[src/rtl/iter_arith_unit.sv]
// iter_arith_unit: handshaked signed add/sub/compare unit with an optional iterative shift-add multiplier.
// Build option ITER_ARITH_MUL_EN: when defined, opcode 10 runs a multi-cycle multiply (o_busy high for M cycles);
// when undefined, opcode 10 completes in one cycle as an error and o_busy is tied low.
// Ports: i_clk clock; i_reset async active-low reset; i_start/i_op/i_arg_A/i_arg_B request (taken when not busy);
//        o_busy multiply in flight; o_done one-cycle completion pulse; o_result/o_status held until next o_done.
//        o_status = {ERR, EVEN, NEG, OVF}.
module iter_arith_unit #(
    parameter int M = 8,
    parameter int N = 2
) (
    input  logic         i_clk,
    input  logic         i_reset,
    input  logic         i_start,
    input  logic [N-1:0] i_op,
    input  logic [M-1:0] i_arg_A,
    input  logic [M-1:0] i_arg_B,
    output logic         o_busy,
    output logic         o_done,
    output logic [M-1:0] o_result,
    output logic [3:0]   o_status
);
    logic         accept, fin, fin_ok, sc_ok;
    logic [M-1:0] fin_res, sc_res, cmp_res;
    logic [M:0]   sum, diff;
    assign accept  = i_start && !o_busy;
    // One extra sign bit makes overflow visible as a mismatch of the top two bits.
    assign sum     = {i_arg_A[M-1], i_arg_A} + {i_arg_B[M-1], i_arg_B};
    assign diff    = {i_arg_A[M-1], i_arg_A} - {i_arg_B[M-1], i_arg_B};
    assign cmp_res = {{(M-1){1'b0}}, $signed(i_arg_A) < $signed(i_arg_B)};
    // Single-cycle path; opcode 10 is never ok here so it reports an error when no multiplier is built.
    always_comb begin
        sc_res = i_op == 2'b00 ? sum[M-1:0] : i_op == 2'b01 ? diff[M-1:0] : cmp_res;
        sc_ok  = i_op == 2'b00 ? sum[M] == sum[M-1] : i_op == 2'b01 ? diff[M] == diff[M-1] : i_op == 2'b11;
    end
`ifdef ITER_ARITH_MUL_EN
    localparam int CW = (M > 1) ? $clog2(M) : 1;
    typedef enum logic {IDLE, MUL} state_t;
    state_t          state, state_nx;
    logic [M-1:0]    a_abs, b_abs;
    logic [2*M-1:0]  acc, acc_nx, prod;
    logic [CW-1:0]   cnt;
    logic            neg, last, mul_ok;
    assign last   = state == MUL && cnt == CW'(M - 1);
    assign o_busy = state == MUL;
    always_comb begin
        acc_nx   = acc + (b_abs[cnt] ? ({{M{1'b0}}, a_abs} << cnt) : '0);
        prod     = neg ? -acc_nx : acc_nx;
        // Fits in M signed bits when the top M+1 bits are all sign copies.
        mul_ok   = &prod[2*M-1:M-1] || ~|prod[2*M-1:M-1];
        state_nx = state == IDLE ? ((accept && i_op == 2'b10) ? MUL : IDLE) : (last ? IDLE : MUL);
    end
    always_ff @(posedge i_clk or negedge i_reset)
        if (!i_reset) state <= IDLE;
        else state <= state_nx;
    always_ff @(posedge i_clk or negedge i_reset)
        if (!i_reset) begin
            a_abs <= '0;
            b_abs <= '0;
            acc   <= '0;
            cnt   <= '0;
            neg   <= 1'b0;
        end else if (state == IDLE) begin
            if (accept && i_op == 2'b10) begin
                a_abs <= i_arg_A[M-1] ? -i_arg_A : i_arg_A;
                b_abs <= i_arg_B[M-1] ? -i_arg_B : i_arg_B;
                neg   <= i_arg_A[M-1] ^ i_arg_B[M-1];
                acc   <= '0;
                cnt   <= '0;
            end
        end else begin
            acc <= acc_nx;
            cnt <= last ? '0 : cnt + 1'b1;
        end
    assign fin     = (accept && i_op != 2'b10) || last;
    assign fin_ok  = last ? mul_ok : sc_ok;
    assign fin_res = last ? prod[M-1:0] : sc_res;
`else
    assign o_busy  = 1'b0;
    assign fin     = accept;
    assign fin_ok  = sc_ok;
    assign fin_res = sc_res;
`endif
    always_ff @(posedge i_clk or negedge i_reset)
        if (!i_reset) begin
            o_done   <= 1'b0;
            o_result <= '0;
            o_status <= 4'b0000;
        end else begin
            o_done <= fin;
            if (fin) begin
                o_result <= fin_ok ? fin_res : '0;
                o_status <= fin_ok ? {1'b0, ~^fin_res, fin_res[M-1], 1'b0} : 4'b1001;
            end
        end
endmodule
[config.mk]
export PLATFORM = sky130hd
export DESIGN_NAME = iter_arith_unit
export DESIGN_NICKNAME = d
export VERILOG_FILES = /design/src/rtl/iter_arith_unit.sv
export SDC_FILE = /design/constraint.sdc
export NUM_CORES = 1
export LEC_CHECK = 0
export BUFFER_PORTS_ARGS = -buffer_cell sky130_fd_sc_hd__buf_4
export CAP_MARGIN = 15
export CELL_PAD_IN_SITES_DETAIL_PLACEMENT = 0
export CELL_PAD_IN_SITES_GLOBAL_PLACEMENT = 1
export CORE_UTILIZATION = 40
export DETAILED_ROUTE_END_ITERATION = 10
export GPL_ROUTABILITY_DRIVEN = 0
export GPL_TIMING_DRIVEN = 0
export PLACE_DENSITY_LB_ADDON = 0.1
export SYNTH_ARGS = -nofsm -noshare
export SYNTH_HDL_FRONTEND = slang
export SYNTH_SLANG_ARGS = --single-unit
[constraint.sdc]
create_clock -name i_clk -period 1.2 [get_ports i_clk]
set_clock_uncertainty 0.1 [all_clocks]
set_input_delay 0.36 -clock i_clk [delete_from_list [all_inputs] [get_ports i_clk]]
set_output_delay 0.36 -clock i_clk [all_outputs]
set_load 0.02 [all_outputs]
==> flow_summary.toml, run 1 <==
[run_status]
outcome = "finished, violations left"
violations = "setup timing"

[critical_path]
timing.reg2reg.setup_slack_ns = 0.19
reg2reg_from = "o_result[6]"
cp.arrival_ns = 3.19
required_ns = 1.26
crit_end = "o_status[2]"
timing.rr.end = "o_result[6]"
end_kind = "flip-flop"
critical_path_class = "in2reg"
startpoint = "i_arg_B[1]"
reg2reg_depth = 3
cp-start-kind = "input port"
crit_fanout = 8

[yosys]
muxShareOfSynthArea_pct = 2.86
ys_types = 54
synth_top_area_share_pct = 19.6
synth-compound-area-share_pct = 26.9
yosysSeqAreaShare_pct = 19.6
synth_flop_cell = "dfrtp_1"
synth_top_family_by_area = "compound AO/OA/AOI/OAI gates"
synth_xor_area_share_pct = 3.57
syn_area_per_cell_sq_um = 8.81
synth_top_cell_by_area = "dfrtp_1"
synthAdderAreaFrac_pct = 17.1
synth_seq_cells = 11
async_reset_ff_share_pct = 100
synth-edff-count = 0
yosysWarnings = 0
synth_area_sq_mm = 0.00140
syn_nets = 198
synth-simple-area-share_pct = 22.1
syn_inst = 159
synth.area.top_cells = "dfrtp_1, ha_1, o2bb2ai_1"

[flow_run]
drv_cap = 0

[timing]
worst_pin_slew_ns = 0.671
rsz0062_at_grt = "true"
fin_crit_ns = 3.13
max_freq_mhz = 319
slew_violations = 0
setup_ws_ns = -1.93
slew_headroom_pct = 55.2
finalHoldViolCount = 0
post-route-period-util_pct = 261
setup_viol = 23

[detailed_routing]
first_pass_iters = 4
ant_nets = 0
drc = 0
wl_um = 3890
num_vias = 1396
drt_iter0_drc = 34
vias_per_cell = 5.33
wl_per_cell_um = 14.9

[clock_tree]
htreeDepth = 1
clock_latency_ns = 0.28
cts_buffer_depth = 2
cts_made_buffers = 3
path_clk_slew_ns = 0.07
root_buffer = "clkbuf_4"
tritoncts = "done"
clock-sinks = 11

[die]
rows = 21
die_area_sq_mm = 0.00374
die_h_um = 61.2
core-area_sq_mm = 0.00334
initial_core_util_pct = 42.0
die_w_um = 61.2
ioPinCount = 35

[placement]
dpl_worst_slack_ns = -2.36
placed_cell_area_sq_mm = 0.00181
io_buffers = 32
dp_hpwl_um = 2720
placed_cells = 237

[layout]
stdcell_area_sq_mm = 0.00227
antenna_cells = 0
regArea_sq_um = 275
area_delta_synth_final_pct = 61.7
n_fill_cell = 263
layout-drive-gt1-share_pct = 46.3
layout.nets = 256
final_cells = 262
fin_util_pct = 67.9
multi_input_area_sq_mm = 0.00126

[grt]
grt_overflow_total = 0
grt.busiest_layer = "met2"
grtUsageMet3_pct = 2.52
use_met2_pct = 39.4
antenna_found_initial = 0
grt_use_met1_pct = 25.6
track_usage_pct = 21.2
first_global_vias = 1325
grt_pass1_wl_um = 5880
grt_max_degree = 12

[pwr]
vdd_drop_max_mv = 0.354
leakagePower_uw = 0.000993
powerDensity_mw_per_mm2 = 883
totalPowerFinal_uw = 2000

[worst_hold_path]
min_path_type = "in2reg"
-- kinds of logic after synthesis --
logic type | Yosys count
buffers and inverters | 25
DFF | 11
adders and majority gates | 18
AOI/OAI and AO/OA | 42
and+or+nand+nor | 54
muxes | 4
xor gates and xnor gates | 4
other | 1
-- worst max-delay path, stage by stage --
cell and delay (ns):
buf_8 0.11, inv_4 0.05, ha_4 0.19, nand2b_4 0.15
a2111oi_4 0.35, o311ai_2 0.17, a221oi_2 0.38, mux2i_4 0.39
nor3b_2 0.08, o41a_1 0.43, or2_0 0.23, a221o_1 0.31
-- report_power, final --
group	internal [uW]	switching [uW]	total, uW
Combinational	670	595	1270
Clock	129	131	260
Sequential	428	48.4	476
Total	1230	774	2000
-- layer usage --
layer	wire length [um]	vias up
met5	0	-
met4	22	0
met3	115	3
met2	2030	35
met1	1720	665
li1	-	693
-- placed cells by master, fill, tap and decap left out, types with 4 or more instances in the layout --
master,Yosys,final
buf_4,3,32
nor2_1,12,12
nor2b_1,6,5
ha_1,16,10
nand2_1,6,6
clkbuf_1,5,4
ha_4,0,4
nand2b_1,5,4
dfrtp_1,11,11
buf_6,0,21
inv_1,15,12
nor3_1,4,4
o2bb2ai_2,0,6
-- registers in the layout, indices dropped and copies added (netlist names) --
register	count
o_result	7
o_status	3
o_done	1
-- how the worst min path moves through the flow --
stage	from	to	slack (ns)	cells after the start
finish	i_start	o_done	0.15	1
global route	i_start	o_done	0.15	1
CTS	i_start	o_done	0.15	1
detailed placement	i_reset	o_result[2]	0.10	1
global placement	i_reset	o_result[1]	0.1	1
floorplan	i_reset	o_done	-0.04	0
-- through the flow --
step                      hold WS [ns]  setup TNS, ns
after floorplan                -0.0356         -13.16
after global placement          0.0954         -17.54
after global routing             0.149         -18.20
after detailed placement         0.101         -17.61
after CTS                        0.145         -17.71
final                            0.153         -16.85
-- Yosys cell counts (all sizes together), types with 2 or more instances --
cell,count
nand3b,3
nand2,6
ha,16
o2bb2ai,8
a2111oi,2
a21oi,5
buf,4
o31ai,3
o21a,2
or4,2
nor3b,4
dfrtp,11
nor2b,7
nor2,12
fa,2
nand3,2
inv,15
or2,2
clkbuf,5
nand2b,5
o21ai,4
mux2i,4
a221oi,2
o41a,2
xor2,2
nor3,4
nor4,2
-- layout make-up --
class | count | area share, %
multi-input combinational | 123 | 55.7
timing repair buffer | 54 | 22.5
sequential | 11 | 12.1
inverter | 16 | 2.98
buffer | 8 | 2.93
tap | 46 | 2.54
clock buffer | 4 | 1.16
-- timing repair --
item,in CTS,in global routing
resized for setup,35,22
cloned,1,0
pin swaps,14,16
buffers inserted,14,8
setup endpoints to repair,23,23
hold buffers,1,0
hold endpoints to repair,11,0
Note: power is estimated with default switching activity, not from simulation.
==> run 2, diff against run 1 <==
--- a/config.mk
+++ b/config.mk
@@ -9,7 +9,7 @@
 export CAP_MARGIN = 15
 export CELL_PAD_IN_SITES_DETAIL_PLACEMENT = 0
 export CELL_PAD_IN_SITES_GLOBAL_PLACEMENT = 1
-export CORE_UTILIZATION = 40
+export CORE_UTILIZATION = 36
 export DETAILED_ROUTE_END_ITERATION = 10
 export GPL_ROUTABILITY_DRIVEN = 0
 export GPL_TIMING_DRIVEN = 0
==> constraint.sdc (replaced) <==
create_clock -name i_clk -period 2.62 [get_ports i_clk]
set_clock_uncertainty 0.1 [all_clocks]
set_input_delay 0.786 -clock i_clk [delete_from_list [all_inputs] [get_ports i_clk]]
set_output_delay 0.786 -clock i_clk [all_outputs]
set_load 0.02 [all_outputs]
==> run 2 against run 1 <==
- the run still ends with setup timing left
- total power down 54%
- combinational power down 57%
- register-to-register slack better by 1.5 ns
- hold slack better by 0.13 ns
- sequential share of layout area up 0.21 points
- via count down 0.57%
- clock-buffer cell count unchanged
- clock power down 38%
- setup slack better by 0.88 ns
- final cell count down 2.7%
- critical path depth unchanged
- largest power group unchanged
==> flow_summary.toml, run 2 (synthesis gave the netlist of run 1 again) <==
[critical_path]
end_kind = "flip-flop"
cp-start-kind = "input port"
timing.reg2reg.setup_slack_ns = 1.69
critical_path_class = "in2reg"
cp.arrival_ns = 3.68
reg2reg_from = "o_status[2]"
timing.rr.end = "o_status[2]"
crit_fanout = 4
reg2reg_depth = 1
required_ns = 2.63

[pwr]
totalPowerFinal_uw = 921
powerDensity_mw_per_mm2 = 414
p_int_uw = 579
p_comb_share_pct = 59.1
vdd_drop_max_mv = 0.198
power_frac_clock_pct = 17.5
swShare_pct = 37.1
p_seq_share_pct = 23.4
switchingPower_uw = 342
leakagePower_uw = 0.000960

[layout]
layout.nets = 247
largest_reg_flops = 7
fin_util_pct = 60.4
multi_input_area_sq_mm = 0.00131
layout-drive-gt1-share_pct = 46.9
final_cell_mix = "buf_4, inv_1, nor2_1, dfrtp_1, ha_1"
final_cells = 255
n_fill_cell = 332
stdcell_area_sq_mm = 0.00223
final_common_cell = "buf_4"
area_delta_synth_final_pct = 58.9
antenna_cells = 0
reg.largest.list = "o_result (7), o_status (3), o_done (1)"
regArea_sq_um = 275
top_register = "o_result"

[timing]
setup_viol = 10
worst_pin_slew_ns = 0.674
fin_setup_tns_ns = -7.64
fin_crit_ns = 3.67
post-route-period-util_pct = 140
max_freq_mhz = 272
rsz0062_at_grt = "true"
setup_ws_ns = -1.05
slew_headroom_pct = 55.1
slew_violations = 0
finalHoldViolCount = 0

[clock_tree]
cts_made_buffers = 3
clock_latency_ns = 0.23
root_buffer = "clkbuf_8"
hold_buffers = 0
htreeDepth = 1
path_clk_slew_ns = 0.05
clock-sinks = 11
cts_buffer_depth = 2
tritoncts = "done"

[run_status]
outcome = "finished, violations left"
violations = "setup timing"

[flow_run]
drv_cap = 0

[detailed_routing]
ant_nets = 0
wl_per_cell_um = 14.2
drc = 0
num_vias = 1388
wl_um = 3630
drt_iter0_drc = 85
vias_per_cell = 5.44
first_pass_iters = 4

[die]
rows = 22
die_area_sq_mm = 0.00415
ioPinCount = 35
initial_core_util_pct = 38.0
die_h_um = 64.4
core-area_sq_mm = 0.00369
die_w_um = 64.4

[grt]
grt_max_degree = 12
antenna_found_initial = 0
grt_pass1_wl_um = 5790
first_global_vias = 1298
grt_overflow_total = 0
track_usage_pct = 17.3

[placement]
io_buffers = 32
placed_cells = 239
dp_hpwl_um = 2660
placed_cell_area_sq_mm = 0.00181

[worst_hold_path]
min_path_type = "in2async"
## run 2: area by class of cell
class | instances | area share [%]
multi-input combinational | 123 | 58.6
timing repair buffer | 45 | 18.5
sequential | 11 | 12.4
inverter | 16 | 3.15
tap | 48 | 2.70
buffer | 8 | 2.64
clock buffer | 4 | 2.02
## run 2: through the flow
| stage | setup WS (ns) | hold slack (ns) |
|---|---|---|
| after floorplan | -0.925 | 0.390 |
| after global placement | -1.32 | 0.373 |
| after detailed placement | -1.38 | 0.380 |
| after CTS | -0.981 | 0.280 |
| after global routing | -1.12 | 0.276 |
| final | -1.05 | 0.280 |
## run 2: power by group through the flow
stage	combinational [uW]	clock [uW]	sequential, uW
2_1_floorplan	265	0	246
3_3_place_gp	426	0	215
3_5_place_dp	431	0	215
4_1_cts	485	165	215
5_1_grt	584	178	219
6_report	544	161	216
## run 2: how the worst max path moves through the flow
stage	start	end	slack, ns	depth (start not counted)
after floorplan	i_arg_A[0]	o_status[2]	-0.93	11
after global routing	i_arg_B[0]	o_status[2]	-1.12	12
after detailed placement	i_arg_A[0]	o_status[2]	-1.38	12
final	i_arg_B[0]	o_status[2]	-1.05	12
after global placement	i_arg_A[0]	o_status[2]	-1.32	12
after CTS	i_arg_A[0]	o_status[2]	-0.98	13
## run 2: layer usage
| metal | part of all wire [%] | vias to the layer above | global-route usage [%] |
|---|---|---|---|
| li1 | - | 683 | - |
| met1 | 45 | 681 | 23.2 |
| met2 | 52 | 22 | 30.7 |
| met3 | 2.1 | 2 | 1.07 |
| met4 | 0.28 | 0 | 2.50 |
| met5 | 0 | - | 0 |
## run 2: repair_timing
action,in CTS,in global routing
resized for setup,18,39
pin swaps,12,22
cloned,1,0
setup buffers,8,8
setup endpoints to repair,10,10
## run 2: critical path, cell delays in order
cell	delay (ns)
buf_8	0.10
ha_4	0.16
fa_2	0.37
nor3b_4	0.17
o31ai_2	0.31
a21oi_2	0.13
o31ai_4	0.24
mux2i_4	0.34
nor3b_1	0.08
o41a_1	0.45
or2_0	0.23
a221o_1	0.32
